--- config.mk ---
export PLATFORM = sky130hd
export DESIGN_NAME = text_write_ctrl
export DESIGN_NICKNAME = d
export VERILOG_FILES = /design/src/rtl/text_write_ctrl.sv
export SDC_FILE = /design/constraint.sdc
export NUM_CORES = 1
export LEC_CHECK = 0
export CORE_UTILIZATION = 50
export DETAILED_ROUTE_END_ITERATION = 8
export GPL_TIMING_DRIVEN = 0
export PLACE_DENSITY = 0.82
export SYNTH_ARGS = -nofsm -noshare
export SYNTH_HDL_FRONTEND = slang
export SYNTH_SLANG_ARGS = --single-unit
--- constraint.sdc ---
create_clock -name CLOCK_50 -period 3 [get_ports CLOCK_50]
set_input_delay 0.3 -clock CLOCK_50 [delete_from_list [all_inputs] [get_ports CLOCK_50]]
set_output_delay 0.3 -clock CLOCK_50 [all_outputs]
set_load 0.05 [all_outputs]
--- src/rtl/text_write_ctrl.sv ---
// -----------------------------------------------------------------------------
// text_write_ctrl
// Accepts a character stream and turns it into writes into a ROWS x COLS text
// RAM. Handles printable characters, newline (0x0A), backspace (0x08) and
// form feed / clear screen (0x0C). RAM writes only happen while the display
// is not reading the RAM (disp = 0); otherwise the controller stalls.
//
// Optional feature: define TEXT_SCROLL_EN to scroll at the bottom row
// (row_offset rotates and the new bottom physical row is blanked). Without
// it the cursor wraps from the last row back to row 0.
//
// Ports
//   CLOCK_50    clock, all state on rising edge
//   resetn      asynchronous active-low reset
//   in_valid    character offered
//   in_char     offered character
//   in_ready    character accepted when in_valid & in_ready (IDLE only)
//   disp        display active, RAM reserved for readout
//   mem_we      text RAM write strobe
//   mem_addr    text RAM address
//   mem_data    text RAM write data
//   cur_col     logical cursor column
//   cur_row     logical cursor row
//   row_offset  physical row holding logical row 0
//   busy        high whenever not IDLE
// -----------------------------------------------------------------------------
module text_write_ctrl #(
    parameter int         COLS   = 80,
    parameter int         ROWS   = 60,
    parameter int         COL_W  = 7,
    parameter int         ROW_W  = 6,
    parameter int         ADDR_W = 13,
    parameter logic [7:0] BLANK  = 8'h20
) (
    input  logic              CLOCK_50,
    input  logic              resetn,
    input  logic              in_valid,
    input  logic [7:0]        in_char,
    output logic              in_ready,
    input  logic              disp,
    output logic              mem_we,
    output logic [ADDR_W-1:0] mem_addr,
    output logic [7:0]        mem_data,
    output logic [COL_W-1:0]  cur_col,
    output logic [ROW_W-1:0]  cur_row,
    output logic [ROW_W-1:0]  row_offset,
    output logic              busy
);

    typedef enum logic [1:0] {IDLE, WRITE, CLEAR} state_t;

    localparam logic [COL_W-1:0]  COL_MAX    = COL_W'(COLS - 1);
    localparam logic [ROW_W-1:0]  ROW_MAX    = ROW_W'(ROWS - 1);
    localparam logic [ROW_W:0]    ROWS_X     = (ROW_W + 1)'(ROWS);
    localparam logic [ADDR_W-1:0] COLS_A     = ADDR_W'(COLS);
    localparam logic [ADDR_W-1:0] CELLS_LAST = ADDR_W'(ROWS * COLS - 1);

    state_t              state_reg, state_next;
    logic [COL_W-1:0]    col_reg, col_next;
    logic [ROW_W-1:0]    row_reg, row_next;
    logic [ROW_W-1:0]    offset_reg, offset_next;
    logic [7:0]          char_reg, char_next;
    logic [ADDR_W-1:0]   clr_addr_reg, clr_addr_next;
    logic [ADDR_W-1:0]   clr_last_reg, clr_last_next;
    logic                clr_full_reg, clr_full_next;
    logic                row_adv;

    // Physical address of the cursor. The row sum is one bit wider so that
    // the modulo-ROWS fold is a single conditional subtract.
    logic [ROW_W:0]      row_sum;
    logic [ROW_W-1:0]    phys_row;
    logic [ADDR_W-1:0]   cur_addr;

    assign row_sum  = {1'b0, row_reg} + {1'b0, offset_reg};
    assign phys_row = (row_sum >= ROWS_X) ? ROW_W'(row_sum - ROWS_X) : row_sum[ROW_W-1:0];
    assign cur_addr = ADDR_W'(phys_row) * COLS_A + ADDR_W'(col_reg);

    // State register
    always_ff @(posedge CLOCK_50 or negedge resetn) begin
        if (!resetn) begin
            state_reg    <= IDLE;
            col_reg      <= '0;
            row_reg      <= '0;
            offset_reg   <= '0;
            char_reg     <= '0;
            clr_addr_reg <= '0;
            clr_last_reg <= '0;
            clr_full_reg <= 1'b0;
        end else begin
            state_reg    <= state_next;
            col_reg      <= col_next;
            row_reg      <= row_next;
            offset_reg   <= offset_next;
            char_reg     <= char_next;
            clr_addr_reg <= clr_addr_next;
            clr_last_reg <= clr_last_next;
            clr_full_reg <= clr_full_next;
        end
    end

    // Next-state logic
    always_comb begin
        state_next    = state_reg;
        col_next      = col_reg;
        row_next      = row_reg;
        offset_next   = offset_reg;
        char_next     = char_reg;
        clr_addr_next = clr_addr_reg;
        clr_last_next = clr_last_reg;
        clr_full_next = clr_full_reg;
        row_adv       = 1'b0;

        case (state_reg)
            IDLE: begin
                if (in_valid) begin
                    case (in_char)
                        8'h0A: begin
                            col_next = '0;
                            row_adv  = 1'b1;
                        end
                        8'h08: begin
                            if (col_reg != '0) begin
                                col_next = col_reg - COL_W'(1);
                            end else if (row_reg != '0) begin
                                col_next = COL_MAX;
                                row_next = row_reg - ROW_W'(1);
                            end
                        end
                        8'h0C: begin
                            state_next    = CLEAR;
                            clr_full_next = 1'b1;
                            clr_addr_next = '0;
                            clr_last_next = CELLS_LAST;
                        end
                        default: begin
                            char_next  = in_char;
                            state_next = WRITE;
                        end
                    endcase
                end
            end
            WRITE: begin
                if (!disp) begin
                    state_next = IDLE;
                    if (col_reg == COL_MAX) begin
                        col_next = '0;
                        row_adv  = 1'b1;
                    end else begin
                        col_next = col_reg + COL_W'(1);
                    end
                end
            end
            CLEAR: begin
                if (!disp) begin
                    if (clr_addr_reg == clr_last_reg) begin
                        state_next = IDLE;
                        if (clr_full_reg) begin
                            col_next    = '0;
                            row_next    = '0;
                            offset_next = '0;
                        end
                    end else begin
                        clr_addr_next = clr_addr_reg + ADDR_W'(1);
                    end
                end
            end
            default: state_next = IDLE;
        endcase

        // Row advance overrides the state chosen above when a scroll
        // needs a line clear.
        if (row_adv) begin
            if (row_reg != ROW_MAX) begin
                row_next = row_reg + ROW_W'(1);
            end else begin
`ifdef TEXT_SCROLL_EN
                // The old top physical row (old offset) becomes the new
                // bottom row once the offset rotates; blank it.
                offset_next   = (offset_reg == ROW_MAX) ? '0 : offset_reg + ROW_W'(1);
                state_next    = CLEAR;
                clr_full_next = 1'b0;
                clr_addr_next = ADDR_W'(offset_reg) * COLS_A;
                clr_last_next = clr_addr_next + COLS_A - ADDR_W'(1);
`else
                row_next = '0;
`endif
            end
        end
    end

    // Outputs
    always_comb begin
        in_ready = (state_reg == IDLE);
        busy     = (state_reg != IDLE);
        mem_we   = 1'b0;
        mem_addr = cur_addr;
        mem_data = char_reg;
        case (state_reg)
            WRITE: mem_we = !disp;
            CLEAR: begin
                mem_we   = !disp;
                mem_addr = clr_addr_reg;
                mem_data = BLANK;
            end
            default: ;
        endcase
    end

    assign cur_col    = col_reg;
    assign cur_row    = row_reg;
    assign row_offset = offset_reg;

endmodule

### Yosys cells after proc, flatten, opt, wreduce, memory -nomap -nowiden

Index checks and enable logic that the tools add are counted.

| cells by class | value |
|---|---|
| add/subtract/negate cells | 7 |
| $mul | 1 |
| $lt $le $gt $ge | 1 |
| equal/unequal tests | 25 |
| muxes and demuxes | 40 |
| bitwise operators | 1 |
| reduce and logical (&&, ||, !) cells | 17 |

Operators by type and width:

| operator | count |
|---|---|
| 13-bit 2-to-1 mux | 5 |
| 6-bit 2-to-1 mux | 10 |
| 7-bit 2-to-1 mux | 8 |
| 13-bit case mux with 2 select lines | 1 |
| 8-bit by 4-bit equality test with 1-bit output (second input constant) | 3 |
| 7-bit case mux with 3 select lines | 1 |
| 8-bit AND reduction | 2 |
| 2-bit inequality test (second input constant) | 7 |
| 7-bit case mux with 2 select lines | 1 |
| 13-bit by 1-bit adder with 13-bit output (second input constant) | 1 |
| 13-bit by 7-bit adder with 13-bit output | 1 |
| 13-bit equality test | 1 |
| 3-bit inequality test (second input constant) | 4 |
| 6-bit case mux with 2 select lines | 1 |
| 5-bit AND reduction | 2 |
| 6-bit by 3-bit multiplier with 9-bit output (second input constant) | 1 |
| 3-bit by 1-bit inequality test with 1-bit output (second input constant) | 3 |
| 2-bit 2-to-1 mux | 4 |
| 8-bit 2-to-1 mux | 1 |
| 7-bit by 1-bit adder with 7-bit output (second input constant) | 1 |
| 7-bit equality test (second input constant) | 1 |
| 7-bit nonzero test | 1 |
| 7-bit by 1-bit subtractor with 7-bit output (second input constant) | 1 |
| 6-bit by 1-bit adder with 6-bit output (second input constant) | 1 |
| other kinds (22) | 30 |

| storage, ports and cells | value |
|---|---|
| register bits after elaboration | 38 |
| output and inout bits | 43 |
| logic and storage cells | 99 |

### Logic depth before layout (Yosys ltp)

Gate-level depths: netlist of run 1.

| logic depth | value |
|---|---|
| depth after elaboration | 7 |
| mapped depth | 12 |
| mapped depth without buffers | 11 |

### Least setup slack after synthesis of run 1

OpenSTA, ideal clock, no wires.

| timing | value |
|---|---|
| path type | register -> output |
| start | register row_reg[2], in the netlist cur_row[2] |
| end | output mem_addr[12] |
| arrival time | 4.224 ns |
| required time | 2.700 ns |
| slack | -1.524 ns |
| cell stages (with the launch flop) | 13 |
| buffers on the path | 1 |
| cell sequence | dfrtp_1 > clkbuf_1 > inv_1 > ha_1 > mux2_2 > ha_1 > ha_1 > fa_1 > a21o_1 > a21oi_1 > xnor2_1 > a32oi_1 > o21ai_0 |

| on the way | value |
|---|---|
| cells in the longest elaborated chain, start to end | 5 |

RTL lines:

| what | line | RTL |
|---|---|---|
| start, declared | 60 | `logic [ROW_W-1:0] row_reg, row_next;` |
| start signal, assigned | 92 | `row_reg <= row_next;` |
| 6-bit subtractor / 6-bit greater-or-equal comparator (equally long branches) | 75 | `assign phys_row = (row_sum >= ROWS_X) ? ROW_W'(row_sum - ROWS_X) : row_sum[ROW_W-1:0];` |
| 6-bit 2-to-1 mux * | 75 |  |
| 6-bit by 3-bit multiplier with 9-bit output * | 76 | `assign cur_addr = ADDR_W'(phys_row) * COLS_A + ADDR_W'(col_reg);` |
| 13-bit by 7-bit adder with 13-bit output * | 76 |  |
| 13-bit 2-to-1 mux * | 198 | `case (state_reg)` |
| end, declared | 42 | `output logic [ADDR_W-1:0] mem_addr,` |

Mark *: on every way between the ends. The rest lies on a longest branch, timed or not.

### Worst setup path after layout of run 1

| timing | value |
|---|---|
| start | register row_reg[3], in the netlist cur_row[3] |
| end | output mem_addr[11] |

Same word-level chain as after synthesis.

==> results.ini, run 1 <==
[synth]
async_flop_share_pct = 100
yosysSeqAreaShare_pct = 27.0
synth_top_area_share_pct = 27.0
synth_top_family_by_area = simple AND/OR/NAND/NOR gates
synth_ff_type = dfrtp_1
synth-simple-area-share_pct = 25.3
synth-compound-area-share_pct = 22.1
ys.warnings.count = 0
synthXorXnorAreaFrac_pct = 3.58
yosysTopAreaCell = dfrtp_1
synth_cell_type_count = 68
synthMuxAreaShare_pct = 6.65
synth_area_leaders = dfrtp_1 27%, ha_1 8.4%, o21ai_0 4.7%
synth_edf_count = 0
synth_seq_cells = 37
synth_adder_area_share_pct = 9.57
netlist_area_um2 = 3430
synthCells = 396
syn_area_per_cell_um2 = 8.65

[pwr]
p_int_mw = 1.43
pwr-share-seq_pct = 23.9
clockPowerShare_pct = 16.1
leakage_nw = 1.95
powerDensity_nw_per_um2 = 636
swShare_pct = 49.8
pwr-share-comb_pct = 60.0
ir_worst_vdd_mv = 0.619
p_total_mw = 2.86
p_switching_mw = 1.42

[placed_design]
dp_hpwl_um = 6750
port_buffers = 47
place_ws_ns = -1.06
gp_congestion = 0.907

[final_layout]
multi_input_area_um2 = 2590
largest_register_ffs = 13
regArea_um2 = 933
diodes = 0
drive_above_1_share_pct = 22.6
nets = 501
filler_cell_count = 516
synthToLayoutAreaGrowth_pct = 31.1

[floorplan]
design.core.area_um2 = 6490
fp.dieArea_um2 = 7190
start_util_pct = 52.7
die_h_um = 84.8
fp.dieW_um = 84.8
ioPinCount = 55
rows = 29

[routing]
routedWlPerCell_um = 17.8
route.detailed.drc = 3
first_pass_iters = 7
wl_met3_um = 682
finalWirelength_um = 9630
dr.first_iter.drc_count = 334
m1WireLength_um = 4210
top_layer = met4
avgViaCountPerCell = 6.40
ant_nets = 0
wl_met2_um = 4560
num_vias = 3469

[global_route]
grt_pass1_vias = 3328
grt_usage_pct = 27.3
grt_pass1_wl_um = 15900
antenna_found_initial = 0
grt_max_degree = 38
grt.overflow.total = 0

[timing]
maxSlewHeadroom_pct = 41.4
setup_viol_count_final = 5
finalCriticalPeriod_ns = 3.61
skew_ns = 0.00664
slew_viol_final = 0
rsz0062_at_grt = yes
fin_crit_sh_pct = 120
worst_slack_ns = -0.609
worst_slew_pin_slew_ns = 0.879
max_freq_mhz = 277
finalHoldViolCount = 0
tns_ns = -1.91

[flow_run]
drv_cap = 0

[cts]
cts_max_path_buffers = 2
clkSinkCount = 37
clkTransAtPathRegs_ns = 0.09
insertion_delay_ns = 0.30
cts_max_level = 2
cts_buffers = 5
cts_tree = yes
root_buffer = clkbuf_8

[setup_path]
worst_ep_required_time_ns = 2.70
critPathCaptureType = output pin
crit_arrival_ns = 3.31
path_max_fanout = 4
r2r_start = cur_row[1]$_DFFE_PN0P_
crit_type = flop to output pin
r2r_setup_slack_ns = 0.25
crit-reg2reg-capture = cur_col[2]$_DFFE_PN0P_
reg2regPathDepth = 8
cp-start-kind = flop
startpoint = cur_row[3]$_DFFE_PN0P_
critical_path.endpoint = mem_addr[11]

[run_status]
status = finished, violations left
violations = DRC, setup timing

[hold_path]
hp-class = primary input to asynchronous set/reset pin

## critical path, stage by stage (launching register included)
cell	delay, ns
dfrtp_4	0.52
ha_4	0.18
nand3_4	0.08
mux2_4	0.33
ha_4	0.23
ha_4	0.16
fa_2	0.38
a21o_1	0.21
a21oi_4	0.18
xnor2_2	0.16
nor4b_1	0.08
a211o_2	0.34
buf_8	0.15
## cell usage after synthesis, types with 3 or more instances
library cell,instances
dfrtp_1,37
o21ai_0,32
nand2_1,25
ha_1,23
nor2_1,22
inv_1,17
a31oi_1,16
nand3_1,16
a21oi_1,12
a21o_1,11
nor2b_1,11
clkbuf_1,10
mux2_2,10
mux2i_1,10
nor3_1,9
xnor2_1,9
buf_4,8
nand4_1,8
and2_1,7
a22o_1,6
and3_1,6
nor4_1,6
or3_1,6
a211oi_1,5
o211ai_1,5
xor2_1,5
nand2b_1,3
nor3b_1,3
o21bai_1,3
o22a_1,3
or2_2,3
or4_1,3
## kinds of logic (layout without fill, tap and decap cells)
| family | after synthesis | after routing |
|---|---|---|
| AOI/OAI and AO/OA | 111 | 111 |
| other | 1 | 6 |
| adders and majority gates | 25 | 25 |
| and+or+nand+nor | 147 | 147 |
| DFF | 37 | 37 |
| muxes | 21 | 21 |
| buffers and inverters | 40 | 104 |
| xor gates and xnor gates | 14 | 14 |
## area by class of cell
type / count / share of cell area (%)
well taps: 77 / 2.14
inverters: 18 / 1.56
clock inverters: 3 / 1.03
multi-input cells: 324 / 57.8
plain buffers: 22 / 3.31
repair buffers: 56 / 11.9
clock buffers: 5 / 1.53
flip-flops and latches: 37 / 20.8
## worst min-delay path by stage
stage | start | endpoint | slack (ns) | cells after the start
6_report | resetn | char_reg[4]$_DFFE_PN0P_ | 0.10 | 1
5_1_grt | resetn | char_reg[0]$_DFFE_PN0P_ | 0.17 | 1
4_1_cts | resetn | char_reg[0]$_DFFE_PN0P_ | 0.13 | 1
3_5_place_dp | resetn | char_reg[0]$_DFFE_PN0P_ | 0.46 | 1
3_3_place_gp | char_reg[3]$_DFFE_PN0P_ | char_reg[3]$_DFFE_PN0P_ | 0.47 | 1
2_1_floorplan | resetn | char_reg[0]$_DFFE_PN0P_ | 0.004 | 0
## power by group through the flow
stage          registers (mW)  logic (mW)  clock network [mW]
2_1_floorplan           0.770        1.13                   0
3_3_place_gp            0.687        1.68                   0
3_5_place_dp            0.692        1.70                   0
4_1_cts                 0.682        1.70               0.463
5_1_grt                 0.698        1.84               0.481
6_report                0.684        1.72               0.459
## layer usage
metal / track usage (%) / vias to the layer above
met2: 44.4 / 167
met3: 5.21 / 23
met4: 9.71 / 0
met5: 0 / -
met1: 36.4 / 1665
li1: - / 1614
## placed cells by master (no fill, tap or decap), types with 6 or more instances in the layout
cell / Yosys / final
dfrtp_1: 37 / 33
clkdlybuf4s50_1: 0 / 32
o21ai_0: 32 / 25
nand2_1: 25 / 24
nor2_1: 22 / 21
buf_4: 8 / 18
ha_1: 23 / 17
a31oi_1: 16 / 16
inv_1: 17 / 15
nand3_1: 16 / 15
nor2b_1: 11 / 11
a21o_1: 11 / 11
mux2i_1: 10 / 10
a21oi_1: 12 / 10
mux2_2: 10 / 9
nor3_1: 9 / 9
nand4_1: 8 / 8
buf_6: 2 / 7
and2_1: 7 / 7
or3_1: 6 / 6
nor4_1: 6 / 6
a22o_1: 6 / 6
conb_1: 1 / 6
## metrics by stage
stage	hold slack (ns)	cell area, um2	instances	util, %
floorplan	0.00441	3570	401	-
global placement	0.466	4140	525	63.7
detailed placement	0.463	4130	525	63.6
CTS	0.130	4370	540	67.3
global route	0.175	4490	542	69.2
finish	0.105	4490	542	69.2
## timing repair
item                                    in CTS  in global routing
hold buffers                                 0                  0
setup buffers                                7                  2
pin swaps                                   12                  9
endpoints found under the setup margin      15                 13
gates resized for setup                     67                 27
Note: power is estimated with default switching activity, not from simulation.
==> inputs of run 2 (changes only) <==
Settings changed: ABC_AREA set to 1.
==> run 2 against run 1 <==
Effect of this change: the run ends with setup timing left; wire length grew 1.8%; register-to-register slack better by 0.66 ns; fmax up 4.6%; setup slack better by 0.16 ns; combinational power increased by 100%; clock power rose by 18%; synthesized cell count grew 29%; clock skew up 0.0014 ns; sequential share of layout area shrank 0.55 points; sequential cell count stayed put; highest routed layer unchanged.
==> results.ini, run 2 <==
[run_status]
status = finished, violations left
violations = setup timing

[setup_path]
r2r_start = cur_row[1]$_DFFE_PN0P_
crit_type = flop to output pin
reg2regPathDepth = 10  ; +2
critPathCaptureType = output pin
path_max_fanout = 5  ; +1
cp-start-kind = flop
crit_arrival_ns = 3.15  ; -0.16 ns
crit-reg2reg-capture = cur_col[4]$_DFFE_PN0P_
worst_ep_required_time_ns = 2.70  ; about the same
r2r_setup_slack_ns = 0.91  ; +0.66 ns
critical_path.endpoint = mem_addr[11]
startpoint = cur_row[3]$_DFFE_PN0P_

[timing]
max_freq_mhz = 290  ; +4.6%
finalCriticalPeriod_ns = 3.45  ; -0.159 ns
slew_viol_final = 0  ; unchanged
worst_slack_ns = -0.449  ; +0.159 ns
setup_viol_count_final = 6  ; +1
finalHoldViolCount = 0  ; unchanged
maxSlewHeadroom_pct = 43.0  ; +1.7 points
rsz0062_at_grt = yes
worst_slew_pin_slew_ns = 0.854  ; -0.0249 ns
skew_ns = 0.00800  ; +0.00136 ns
fin_crit_sh_pct = 115  ; -5.3 points

[global_route]
antenna_found_initial = 0  ; unchanged
grt_pass1_vias = 3451  ; +3.7%
grt.overflow.total = 0  ; unchanged
grt_usage_pct = 25.8  ; -1.5 points
grt_max_degree = 38  ; unchanged
grt_pass1_wl_um = 15300  ; -3.6%

[pwr]
pwr-share-comb_pct = 72.9  ; +13 points
ir_worst_vdd_mv = 0.698  ; +13%
p_switching_mw = 2.55  ; +79%
clockPowerShare_pct = 11.3  ; -4.8 points
powerDensity_nw_per_um2 = 1030  ; +63%
p_int_mw = 2.21  ; +54%
pwr-share-seq_pct = 15.8  ; -8.1 points
swShare_pct = 53.6  ; +3.7 points
p_total_mw = 4.76  ; +67%
leakage_nw = 2.24  ; +15%

[routing]
routedWlPerCell_um = 14.7  ; -17%
num_vias = 3729  ; +7.5%
avgViaCountPerCell = 5.61  ; -12%
finalWirelength_um = 9800  ; +1.8%
first_pass_iters = 5  ; -2
dr.first_iter.drc_count = 256  ; -23%
route.detailed.drc = 0  ; -3
ant_nets = 0  ; unchanged

[cts]
clkTransAtPathRegs_ns = 0.08  ; about the same
clkSinkCount = 37  ; unchanged
root_buffer = clkbuf_8
cts_max_path_buffers = 2  ; unchanged
cts_max_level = 2  ; unchanged
insertion_delay_ns = 0.30  ; about the same
cts_tree = yes
cts_buffers = 5  ; unchanged
holdBufCountCts = 0  ; unchanged

[floorplan]
die_h_um = 85.6  ; +0.97%
fp.dieArea_um2 = 7330  ; +2.0%
design.core.area_um2 = 6760  ; +4.0%
rows = 30  ; +3.4%
start_util_pct = 51.7  ; -1.0 points
fp.dieW_um = 85.6  ; +0.97%
ioPinCount = 55  ; unchanged

[synth]
syn_area_per_cell_um2 = 6.87  ; -21%
synthCells = 509  ; +29%
yosysSeqAreaShare_pct = 26.5  ; -0.53 points
yosys-top-cells-count = 145 x nand2_1, 58 x inv_1, 53 x nand3_1
synth_cell_type_count = 40  ; -41%
synth_seq_cells = 37  ; unchanged
synth_area_leaders = dfrtp_1 26%, nand2_1 16%, ha_1 8.2%
ys.warnings.count = 0  ; unchanged
synth_edf_count = 0  ; unchanged
synth_top_area_share_pct = 26.5  ; -0.53 points
synth_ff_type = dfrtp_1
netlist_area_um2 = 3490  ; +2.0%
yosysTopAreaCell = dfrtp_1
async_flop_share_pct = 100  ; unchanged
yosysMostFrequentCell = nand2_1

[final_layout]
design_area_um2 = 4600  ; +2.5%
diodes = 0  ; unchanged
mostFrequentLayoutCells = 136 x nand2_1, 53 x inv_1, 49 x nand3_1
mostFrequentLayoutCell = nand2_1
synthToLayoutAreaGrowth_pct = 31.7
largest_register_ffs = 13  ; unchanged
nets = 621  ; +24%
drive_above_1_share_pct = 23.9  ; +1.4 points

[placed_design]
port_buffers = 48  ; +2.1%
gp_congestion = 0.914  ; +0.78%
place_area_um2 = 4200  ; +1.7%
dp_hpwl_um = 6590  ; -2.3%

[flow_run]
drv_cap = 0  ; unchanged

[hold_path]
hp-class = primary input to asynchronous set/reset pin

## run 2: critical path, cell delays in order (launching register included)
cell and delay, ns:
dfrtp_2 0.45, ha_4 0.17, inv_2 0.05, nor2_4 0.16, nand2_2 0.10, o21ai_4 0.09
ha_4 0.23, ha_4 0.16, fa_2 0.40, xor2_2 0.29, inv_2 0.09, nor3_2 0.21
inv_1 0.07, nand2_1 0.08, nand3_2 0.08, nand2_4 0.07, buf_8 0.14
## run 2: layout make-up
class / count / area, um2
Timing Repair Buffer: 65 / 606
Buffer: 20 / 154
Clock buffer: 5 / 68.8
Multi-Input combinational cell: 395 / 2440
Sequential cell: 37 / 931
Inverter: 60 / 230
Tap cell: 80 / 100
Clock inverter: 3 / 68.8
Fill cell: 520 / 2150
## run 2: kinds of logic (layout without fill, tap and decap cells)
kind of cell	count (synthesis)	count (layout)	synth area share [%]
adder cells (fa/ha/maj)	25	25	9.38
XOR/XNOR	20	20	5.01
flip-flops	37	37	26.5
buffers and inverters	82	153	10.8
AO/OA/AOI/OAI	70	70	13.3
AND/OR/NAND/NOR	274	274	34.9
other	1	6	0.107
## run 2: per-layer routing
metal / up-vias / global-route usage (%) / share of wire (%)
li1: 1774 / - / -
met1: 1724 / 32.6 / 41
met2: 187 / 43.1 / 49
met3: 44 / 4.14 / 6.4
met4: 0 / 12.4 / 3.5
met5: - / 0 / 0
## run 2: how the worst min path moves through the flow
| stage | depth (start not counted) | endpoint |
|---|---|---|
| 6_report | 1 | cur_col[0]$_DFFE_PN0P_ |
| 5_1_grt | 1 | cur_col[0]$_DFFE_PN0P_ |
| 4_1_cts | 1 | state_reg[1]$_DFFE_PN0P_ |
| 3_5_place_dp | 1 | cur_col[0]$_DFFE_PN0P_ |
| 3_3_place_gp | 2 | char_reg[5]$_DFFE_PN0P_ |
| 2_1_floorplan | 0 | char_reg[0]$_DFFE_PN0P_ |
## run 2: power by group through the flow
stage          clock, mW  sequential, mW  combinational [mW]
2_1_floorplan          0           0.868                2.07
3_3_place_gp           0           0.732                2.93
3_5_place_dp           0           0.739                3.00
4_1_cts            0.545           0.753                3.10
5_1_grt            0.565           0.770                3.67
6_report           0.540           0.752                3.47
## run 2: metrics by stage
step	hold WS [ns]	setup WS [ns]	cells	util (%)	setup TNS, ns
5_1_grt	0.183	-0.543	665	68.1	-2.18
3_3_place_gp	0.462	-0.811	642	62.2	-3.58
4_1_cts	0.134	-0.384	655	65.4	-1.25
2_1_floorplan	0.00441	-0.330	514	-	-0.665
6_report	0.101	-0.449	665	68.1	-1.59
3_5_place_dp	0.461	-0.907	642	62.2	-3.99
## run 2: timing repair
action,in CTS,in global routing
pin swaps,9,11
buffers inserted,7,10
gates resized for setup,68,23
endpoints found under the setup margin,14,7
cloned,0,0
